File: src/rtl/hps_command_sequencer_pkg.sv
// Shared definitions for the HPS command sequencer: accelerator opcodes,
// sequencer state encoding and instruction word field positions.
package hps_cmd_pkg;

    // Opcodes, identical to the accelerator's instruction decode
    localparam logic [3:0] OP_READ        = 4'b0001;
    localparam logic [3:0] OP_WRITE       = 4'b0010;
    localparam logic [3:0] OP_CONV        = 4'b0101;
    localparam logic [3:0] OP_CONV_TRSP   = 4'b0110;
    localparam logic [3:0] OP_CONV_ROB    = 4'b0111;
    localparam logic [3:0] OP_B2G         = 4'b1000;
    localparam logic [3:0] OP_PHOTO_CONV  = 4'b1110;
    localparam logic [3:0] OP_READ_IMAGE  = 4'b1111;

    // Instruction word fields
    localparam int unsigned OP_LSB   = 0;
    localparam int unsigned OP_W     = 4;
    localparam int unsigned ADDR_LSB = 4;
    localparam int unsigned ADDR_W   = 16;

    typedef enum logic [3:0] {
        ST_IDLE,
        ST_ISSUE,
        ST_WAIT_ACK,
        ST_WAIT_DONE,
        ST_RD_ADDR,
        ST_RD_WAIT,
        ST_PH_HOLD,
        ST_PH_RELEASE,
        ST_RESP
    } seq_state_t;

    // READ_IMAGE instruction word for a given image address
    function automatic logic [31:0] read_image_instr(input logic [15:0] addr);
        logic [31:0] w;
        w = '0;
        w[ADDR_LSB +: ADDR_W] = addr;
        w[OP_LSB +: OP_W]     = OP_READ_IMAGE;
        return w;
    endfunction

endpackage

File: src/rtl/hps_command_sequencer_timer.sv
// Loadable down-counter with a zero flag; shared by the ack timeout,
// RAM latency and PHOTO_CONV hold intervals.
module sequencer_timer #(
    parameter int unsigned WIDTH = 11
) (
    input  logic             clk,
    input  logic             rst_n,
    input  logic             load,
    input  logic [WIDTH-1:0] load_value,
    input  logic             en,
    output logic             zero
);

    logic [WIDTH-1:0] count;

    // Load has priority; counting stops at zero
    always_ff @(posedge clk) begin
        if (!rst_n) begin
            count <= '0;
        end else if (load) begin
            count <= load_value;
        end else if (en && (count != '0)) begin
            count <= count - WIDTH'(1);
        end
    end

    assign zero = (count == '0);

endmodule

File: src/rtl/hps_command_sequencer.sv
// Host-side initiator for the accelerator command port. Turns host commands
// into timed instruction/activate sequences and returns results on a
// valid/ready response stream.
module hps_command_sequencer
    import hps_cmd_pkg::*;
#(
    parameter int unsigned RAM_LATENCY = 2,
    parameter int unsigned ACK_TIMEOUT = 1024,
    parameter int unsigned HOLD_CYCLES = 4
) (
    input  logic        clk,
    input  logic        rst_n,
    input  logic        cmd_valid,
    output logic        cmd_ready,
    input  logic [3:0]  cmd_op,
    input  logic [27:0] cmd_arg,
    input  logic [15:0] cmd_count,
    output logic [31:0] instruction,
    output logic [1:0]  activate_signal,
    input  logic        wait_signal,
    input  logic [31:0] data_read,
    output logic        rsp_valid,
    input  logic        rsp_ready,
    output logic [31:0] rsp_data,
    output logic        rsp_last,
    output logic        rsp_err,
    output logic        busy
);

    localparam int unsigned TMR_MAX =
        (ACK_TIMEOUT > RAM_LATENCY) ?
            ((ACK_TIMEOUT > HOLD_CYCLES) ? ACK_TIMEOUT : HOLD_CYCLES) :
            ((RAM_LATENCY > HOLD_CYCLES) ? RAM_LATENCY : HOLD_CYCLES);
    localparam int unsigned TMR_W = $clog2(TMR_MAX + 1);

    // Timer is loaded with N-1 so the waiting state lasts exactly N cycles
    localparam logic [TMR_W-1:0] ACK_LOAD  = TMR_W'((ACK_TIMEOUT > 0) ? ACK_TIMEOUT - 1 : 0);
    localparam logic [TMR_W-1:0] LAT_LOAD  = TMR_W'((RAM_LATENCY > 0) ? RAM_LATENCY - 1 : 0);
    localparam logic [TMR_W-1:0] HOLD_LOAD = TMR_W'((HOLD_CYCLES > 0) ? HOLD_CYCLES - 1 : 0);

    seq_state_t  state;
    seq_state_t  state_nxt;

    logic [3:0]  op_q;
    logic [27:0] arg_q;
    logic [15:0] addr_q;
    logic [15:0] remain_q;
    logic [31:0] rsp_data_q;
    logic        rsp_last_q;
    logic        rsp_err_q;

    logic             tmr_load;
    logic [TMR_W-1:0] tmr_value;
    logic             tmr_en;
    logic             tmr_zero;

    logic        is_burst;
    logic        more_words;

    assign is_burst   = (op_q == OP_READ_IMAGE);
    assign more_words = is_burst && (remain_q > 16'd1);

    sequencer_timer #(
        .WIDTH (TMR_W)
    ) u_timer (
        .clk        (clk),
        .rst_n      (rst_n),
        .load       (tmr_load),
        .load_value (tmr_value),
        .en         (tmr_en),
        .zero       (tmr_zero)
    );

    // State register
    always_ff @(posedge clk) begin
        if (!rst_n) begin
            state <= ST_IDLE;
        end else begin
            state <= state_nxt;
        end
    end

    // Next-state logic
    always_comb begin
        state_nxt = state;
        case (state)
            ST_IDLE: begin
                if (cmd_valid) begin
                    if (cmd_op == OP_PHOTO_CONV) begin
                        state_nxt = ST_PH_HOLD;
                    end else if (cmd_op == OP_READ_IMAGE) begin
                        state_nxt = ST_RD_ADDR;
                    end else begin
                        state_nxt = ST_ISSUE;
                    end
                end
            end
            // A busy flag already high at issue counts as the ack
            ST_ISSUE:      state_nxt = wait_signal ? ST_WAIT_DONE : ST_WAIT_ACK;
            ST_WAIT_ACK: begin
                if (wait_signal) begin
                    state_nxt = ST_WAIT_DONE;
                end else if (tmr_zero) begin
                    state_nxt = ST_RESP;
                end
            end
            ST_WAIT_DONE:  if (!wait_signal) state_nxt = ST_RESP;
            ST_RD_ADDR:    state_nxt = ST_RD_WAIT;
            ST_RD_WAIT:    if (tmr_zero) state_nxt = ST_RESP;
            ST_PH_HOLD:    if (tmr_zero) state_nxt = ST_PH_RELEASE;
            ST_PH_RELEASE: state_nxt = ST_RESP;
            ST_RESP: begin
                if (rsp_ready) begin
                    state_nxt = more_words ? ST_RD_ADDR : ST_IDLE;
                end
            end
            default:       state_nxt = ST_IDLE;
        endcase
    end

    // Outputs and timer control decoded from the current state
    always_comb begin
        cmd_ready       = (state == ST_IDLE);
        busy            = (state != ST_IDLE);
        activate_signal = (state == ST_ISSUE) ? 2'b01 : 2'b00;
        rsp_valid       = (state == ST_RESP);
        rsp_data        = rsp_data_q;
        rsp_last        = rsp_last_q;
        rsp_err         = rsp_err_q;
        instruction     = '0;
        tmr_load        = 1'b0;
        tmr_value       = '0;
        tmr_en          = 1'b0;
        case (state)
            ST_IDLE: begin
                if (cmd_valid && (cmd_op == OP_PHOTO_CONV)) begin
                    tmr_load  = 1'b1;
                    tmr_value = HOLD_LOAD;
                end
            end
            ST_ISSUE: begin
                instruction = {arg_q, op_q};
                tmr_load    = 1'b1;
                tmr_value   = ACK_LOAD;
            end
            ST_WAIT_ACK: begin
                instruction = {arg_q, op_q};
                tmr_en      = 1'b1;
            end
            ST_WAIT_DONE: instruction = {arg_q, op_q};
            ST_RD_ADDR: begin
                instruction = read_image_instr(addr_q);
                tmr_load    = 1'b1;
                tmr_value   = LAT_LOAD;
            end
            ST_RD_WAIT: begin
                instruction = read_image_instr(addr_q);
                tmr_en      = 1'b1;
            end
            ST_PH_HOLD: begin
                instruction = {arg_q, OP_PHOTO_CONV};
                tmr_en      = 1'b1;
            end
            ST_PH_RELEASE: instruction = '0;
            // Burst keeps the address on the bus so data_read stays stable;
            // PHOTO_CONV stays released so the accelerator is not retriggered
            ST_RESP: begin
                if (is_burst) begin
                    instruction = read_image_instr(addr_q);
                end else if (op_q != OP_PHOTO_CONV) begin
                    instruction = {arg_q, op_q};
                end
            end
            default: instruction = '0;
        endcase
    end

    // Command latch, burst bookkeeping and response capture
    always_ff @(posedge clk) begin
        if (!rst_n) begin
            op_q       <= '0;
            arg_q      <= '0;
            addr_q     <= '0;
            remain_q   <= '0;
            rsp_data_q <= '0;
            rsp_last_q <= 1'b0;
            rsp_err_q  <= 1'b0;
        end else begin
            case (state)
                ST_IDLE: begin
                    if (cmd_valid) begin
                        op_q     <= cmd_op;
                        arg_q    <= cmd_arg;
                        addr_q   <= cmd_arg[15:0];
                        remain_q <= (cmd_count == 16'd0) ? 16'd1 : cmd_count;
                    end
                end
                ST_WAIT_ACK: begin
                    if (!wait_signal && tmr_zero) begin
                        rsp_data_q <= '0;
                        rsp_last_q <= 1'b1;
                        rsp_err_q  <= 1'b1;
                    end
                end
                ST_WAIT_DONE: begin
                    if (!wait_signal) begin
                        rsp_data_q <= data_read;
                        rsp_last_q <= 1'b1;
                        rsp_err_q  <= 1'b0;
                    end
                end
                ST_RD_WAIT: begin
                    if (tmr_zero) begin
                        rsp_data_q <= data_read;
                        rsp_last_q <= (remain_q == 16'd1);
                        rsp_err_q  <= 1'b0;
                    end
                end
                ST_PH_RELEASE: begin
                    rsp_data_q <= '0;
                    rsp_last_q <= 1'b1;
                    rsp_err_q  <= 1'b0;
                end
                ST_RESP: begin
                    if (rsp_ready) begin
                        rsp_err_q <= 1'b0;
                        if (more_words) begin
                            remain_q <= remain_q - 16'd1;
                            addr_q   <= addr_q + 16'd1;
                        end
                    end
                end
                default: ;
            endcase
        end
    end

endmodule

File: config.mk
export PLATFORM = sky130hd
export DESIGN_NAME = hps_command_sequencer
export DESIGN_NICKNAME = d
export VERILOG_FILES = /design/src/rtl/hps_command_sequencer_pkg.sv /design/src/rtl/hps_command_sequencer_timer.sv /design/src/rtl/hps_command_sequencer.sv
export SDC_FILE = /design/constraint.sdc
export NUM_CORES = 1
export LEC_CHECK = 0
export ABC_AREA = 1
export CORE_AREA = 2 2 123 125
export DETAILED_ROUTE_END_ITERATION = 8
export DIE_AREA = 0 0 125 127
export PLACE_DENSITY = 0.7
export SYNTH_ARGS = -nofsm -noshare
export SYNTH_HDL_FRONTEND = slang
export SYNTH_SLANG_ARGS = --single-unit
File: constraint.sdc
create_clock -name clk -period 1.9 [get_ports clk]
set_input_delay 0.19 -clock clk [delete_from_list [all_inputs] [get_ports clk]]
set_output_delay 0.19 -clock clk [all_outputs]
set_load 0.01 [all_outputs]
* Word-level counts from Yosys, hierarchy flattened *
Index checks and enable logic that the tools add are counted.

cells by class
  magnitude comparators = 1
  add/subtract/negate cells = 3
  reductions and logical operators = 23
  mux-type cells = 43
  eq/ne operators = 20

operator list
  operator               number
  $pmux 32 s4            2
  $mux 32                5
  $mux 16                7
  $pmux 16 s2            2
  $pmux 4 s9             1
  $pmux 10 s3            1
  $mux 4                 6
  $mux 11                2
  $add 16x1->16 const B  1
  $eq 16x1->1 const B    1
  $eq 4x3->1 const B     4
  $eq 4x4->1 const B     4
  $gt 16x1->1 const B    1
  $logic_not 16->1       1
  $sub 16x1->16 const B  1
  $reduce_and 4->1       3
  $logic_not 11->1       1
  $reduce_bool 11->1     1
  $sub 11x1->11 const B  1
  $mux 1                 10
  $ne 2x2->1 const B     5
  $mux 3                 3
  $eq 4x2->1 const B     2
  $reduce_bool 4->1      2
  16 further kinds       23

word-level totals
  bits in registers = 113
  logic and storage cells = 99
  input bits = 85
  output and inout port bits = 71

* Logic depth before layout (Yosys ltp) *
  depth after elaboration = 6
  gate-level depth with buffers = 13
  gate-level depth less buffers = 13

* Hierarchy *
A second synthesis with hierarchy kept.

second synthesis, totals
  cell total of the unflattened synthesis = 979
  area, all modules = 6258.5 sq um

by module, submodules not included
  module                 cells each  times used  area each (sq um)  sequential area each (sq um)
  hps_command_sequencer  861         1           5495.3             2042.0
  sequencer_timer        118         1           763.2              220.2

* Worst setup path after synthesis *
No wires, ideal clock.

  path kind = register to register
  from = register u_timer.count[0]
  to = register rsp_data_q[16] (netlist: rsp_data[16])
  library setup time = 0.113 ns
  data required time = 1.787 ns
  arrival = 1.608 ns
  path buffers = 1
  clock period less this slack = 1.721 ns
  stages on the path, launching flop included = 13
  path slack = 0.179 ns
  cell sequence = dfxtp_1 -> inv_1 -> ha_1 -> nand2_2 -> nor2_4 -> nand2_2 -> o21bai_4 -> nand2_2 -> nor2_8 -> buf_6 -> nand2_1 -> nand2_1 -> nor2_1

on the way
  word-level cells in the longest chain between the ends = 4
  elaborated cells between the ends (all ways) = 5
  classes of those cells = 2 x eq/ne; 3 x reduce/logical

ends and longest elaborated chain
  element                       RTL line                           RTL
  start: declaration            hps_command_sequencer_timer.sv:14  logic [WIDTH-1:0] count;
  start signal: assignment      hps_command_sequencer_timer.sv:21  count <= load_value;
  start signal: assignment      hps_command_sequencer_timer.sv:23  count <= count - WIDTH'(1);
  $logic_not 11->1 *            hps_command_sequencer_timer.sv:27  assign zero = (count == '0);
  $logic_and 1x1->1             hps_command_sequencer.sv:199       if (!wait_signal && tmr_zero) begin
  $ne 2x2->1 (no line)          n/a
  $reduce_and 4->1 (no line) *  n/a
  end signal: assignment        hps_command_sequencer.sv:207       rsp_data_q <= data_read;
  end signal: assignment        hps_command_sequencer.sv:214       rsp_data_q <= data_read;
  end: declaration              hps_command_sequencer.sv:48        logic [31:0] rsp_data_q;

Every way passes the cells marked *; elsewhere a longest branch is shown, timed or not.
A chain may end at the register's enable or synchronous reset.

* Worst setup path after layout *
  from = register state[0]
  to = output port instruction[5]

on the way
  word-level cells in the longest chain between the ends = 3
  elaborated cells between the ends (all ways) = 10
  classes of those cells = 7 x eq/ne; 1 x mux; 2 x reduce/logical

ends and longest elaborated chain
  element                                                       RTL line                      RTL
  start: declaration                                            hps_command_sequencer.sv:41   seq_state_t state;
  start signal: assignment                                      hps_command_sequencer.sv:79   state <= state_nxt;
  $eq 4x1->1, or another cell as far along                      hps_command_sequencer.sv:134  case (state)
  $reduce_or 3->1 (no line) or $reduce_or 2->1 (tied branches)  n/a
  $pmux 32 s4 *                                                 hps_command_sequencer.sv:134
  end: declaration                                              hps_command_sequencer.sv:18   output logic [31:0] instruction,

Marked as above.

==> results.json <==
{
  "fmax_ghz": 0.495,
  "synth.distinct_cells": 46,
  "finalWorstSetupSlack_ps": -119,
  "wl_met1_mm": 8.37,
  "synth_flop_cell": "dfxtp_1",
  "grt_max_degree": 94,
  "clk_latency_ps": 420,
  "cts.clk_slew.worst_paths_ps": 50,
  "status": "finished, violations left",
  "violations": "setup timing",
  "h-tree-depth": 4,
  "core_um2": 14400,
  "dr.pass1.iters": 5,
  "hp-class": "in2reg",
  "worstPathMaxFanout": 14,
  "row_count": 44,
  "antenna_left": 0,
  "post-route-util": 0.639,
  "synthArstFlopShare": 0,
  "io_pins": 156,
  "period_share": 1.06,
  "worst_pin_slew_ps": 561,
  "dr_wl_met3_um": 915,
  "hold_ws_ps": 292,
  "synth_edf_count": 0,
  "clock-sinks": 113,
  "numCtsBuffers": 17,
  "post-place-ws_ps": -487,
  "critPathLaunchType": "flip-flop",
  "diodes": 0,
  "io_buffers": 154,
  "hpwl_mm": 12.5,
  "yosys_warnings": 0,
  "routed_via_density": 5.00,
  "synth_fp_nets": 1084,
  "cts_hold_buf": 0,
  "overflow": 0,
  "setup-tns-final_ps": -1850,
  "yosys-top-cells-area": "dfxtp_1 35%, nand2_1 13%, nor2_1 12%",
  "finalHoldViolCount": 0,
  "critPathRequiredTime_ps": 1710,
  "relSlewSlack": 0.625,
  "endpoint_kind": "output port",
  "skew_ps": 8.05,
  "track_usage": 0.228,
  "rsz0062_at_grt": "true",
  "syn_inst": 995,
  "finalSetupViolCount": 21,
  "cp_cell_sequence": "nor2_4 > buf_4 > o22ai_4 > buf_6 > nor2_4 > buf_12 > o22ai_2 > buf_2",
  "wl_met2_mm": 9.03,
  "powerDensity_nw_per_um2": 1720,
  "drive_above_1_share": 0.181,
  "final_max_slew_viol_count": 0,
  "place.gp.congestion": 0.867,
  "grt_pass1_wl_mm": 30.1,
  "synth-seq-area-share": 0.353,
  "finalWirelength_mm": 18.7,
  "synth_seq_cells": 113,
  "cpPeakStageDelay_ps": 360,
  "tritoncts": "yes",
  "cellLeakagePower_nw": 4.18,
  "maxCapViolations": 0,
  "via_count": 6899,
  "dieArea_um2": 15900,
  "die_x_um": 125,
  "synth_area_per_cell_um2": 6.43,
  "cts_max_path_buffers": 2,
  "avgRoutedWirePerCell_um": 13.6,
  "crit_top_cell": "nor2_4",
  "synth_top_area_frac": 0.353,
  "path_class": "reg2out",
  "area_delta_synth_final_pct": 43.9,
  "start_util": 0.444,
  "antenna_found_initial": 0,
  "nets": 1274,
  "critPathSlowestCell": "dfxtp_4",
  "first_global_vias": 6340,
  "ir_worst_vdd_v": 0.00110,
  "fin_crit_ps": 2020,
  "drcViolationCount": 0,
  "worstPathArrival_ps": 1830,
  "drt_iter0_drc": 400,
  "cts_root_buffer": "clkbuf_16",
  "synth_area_leader_cell": "dfxtp_1",
  "synth_area_um2": 6400,
  "route.top_layer_used": "met4",
  "die_y_um": 127
}
logic make-up after synthesis:
logic type | after synthesis | synth area share
mux | 1 | 0.00156
compound gates | 195 | 0.169
other cells | 1 | 0.000586
xor+xnor | 12 | 0.0164
fa+ha+maj | 4 | 0.00782
flops | 113 | 0.353
simple gates | 525 | 0.351
buf+inv | 144 | 0.100
cell usage after synthesis, drive strengths merged (4+ instances only):
cell	count
nand2	239
nor2	214
dfxtp	113
inv	95
a21oi	85
o21ai	67
nand3	50
buf	28
clkbuf	20
o22ai	17
o21bai	15
nor3	8
xor2	7
nand3b	6
xnor2	5
ha	4
nand4	4
power by group:
part	switching, mW	internal (mW)
Sequential	0.582	3.31
Clock	1.06	1.97
Combinational	5.04	3.89
Total	6.69	9.16
path summary, 6_finish.rpt:
check        cells past startpoint                to      start  slack, ps
max                              8    instruction[5]   state[0]       -120
max reg2reg                     10         addr_q[4]   state[0]         90
min reg2reg                      2         arg_q[22]  arg_q[22]        450
min                              4  u_timer.count[2]      rst_n        290
per-layer routing:
metal | global-route usage | vias to the layer above
met4 | 0.0810 | 0
met2 | 0.383 | 182
met1 | 0.290 | 3112
met3 | 0.0511 | 37
met5 | 0 | -
li1 | - | 3568
registers in the layout, summed over array words and instances (netlist names):
| signal | cells |
|---|---|
| rsp_last | 1 |
| state | 4 |
| rsp_data | 32 |
| addr_q | 16 |
| rsp_err | 1 |
| u_timer.count | 11 |
| op_q | 4 |
| remain_q | 16 |
| arg_q | 28 |
critical path, delay by kind of cell, from the launching register on:
kind                   cells  cell delay (ps)
AND/OR/NAND/NOR            2              280
flip-flops                 1              360
buffers and inverters      4              610
AO/OA/AOI/OAI              2              170
cells in the final DEF, fill, tap and decap left out, drive strengths merged:
| master | synthesis | layout |
|---|---|---|
| nor2 | 214 | 215 |
| a211oi | 1 | 1 |
| o31ai | 2 | 2 |
| o21ai | 67 | 67 |
| or2 | 2 | 2 |
| clkdlybuf4s50 | 0 | 117 |
| or3 | 1 | 1 |
| nand3 | 50 | 50 |
| bufinv | 0 | 2 |
| nand4 | 4 | 4 |
| o21bai | 15 | 15 |
| conb | 1 | 1 |
| nor4 | 1 | 1 |
| nor3 | 8 | 8 |
| inv | 95 | 95 |
| clkdlybuf4s15 | 0 | 1 |
| a21oi | 85 | 85 |
| a31oi | 2 | 2 |
| clkbuf | 20 | 26 |
| ha | 4 | 4 |
| o211ai | 3 | 3 |
| dfxtp | 113 | 113 |
| nand3b | 6 | 6 |
| buf | 28 | 95 |
| clkinv | 1 | 6 |
| xnor2 | 5 | 5 |
| nand2 | 239 | 239 |
| mux2i | 1 | 1 |
| xor2 | 7 | 7 |
| a22oi | 3 | 3 |
| dlygate4sd2 | 0 | 2 |
| o22ai | 17 | 17 |
per-stage QoR:
| step | power [mW] | instance area (µm²) | cells |
|---|---|---|---|
| 2_1_floorplan | 9.12 | 6400 | 995 |
| 5_1_grt | 17.1 | 9210 | 1380 |
| 3_3_place_gp | 11.7 | 8260 | 1326 |
| 3_5_place_dp | 11.8 | 8260 | 1326 |
| 4_1_cts | 15.3 | 8960 | 1369 |
| 6_report | 15.8 | 9210 | 1380 |
repair_timing:
action                                  CTS  global route
pin swaps                                 6             8
endpoints found under the setup margin   66            93
gates resized for setup                 172            40
gates cloned                              2             2
buffers inserted                         11             9
layout make-up:
type / count / area [µm²]
clock buffers: 23 / 468
clock inverters: 7 / 85.1
fillers: 1322 / 5210
inverters: 96 / 375
multi-input cells: 739 / 3730
flip-flops and latches: 113 / 2270
well taps: 184 / 230
repair buffers: 218 / 2050
Power figures use the tool's default switching activity.
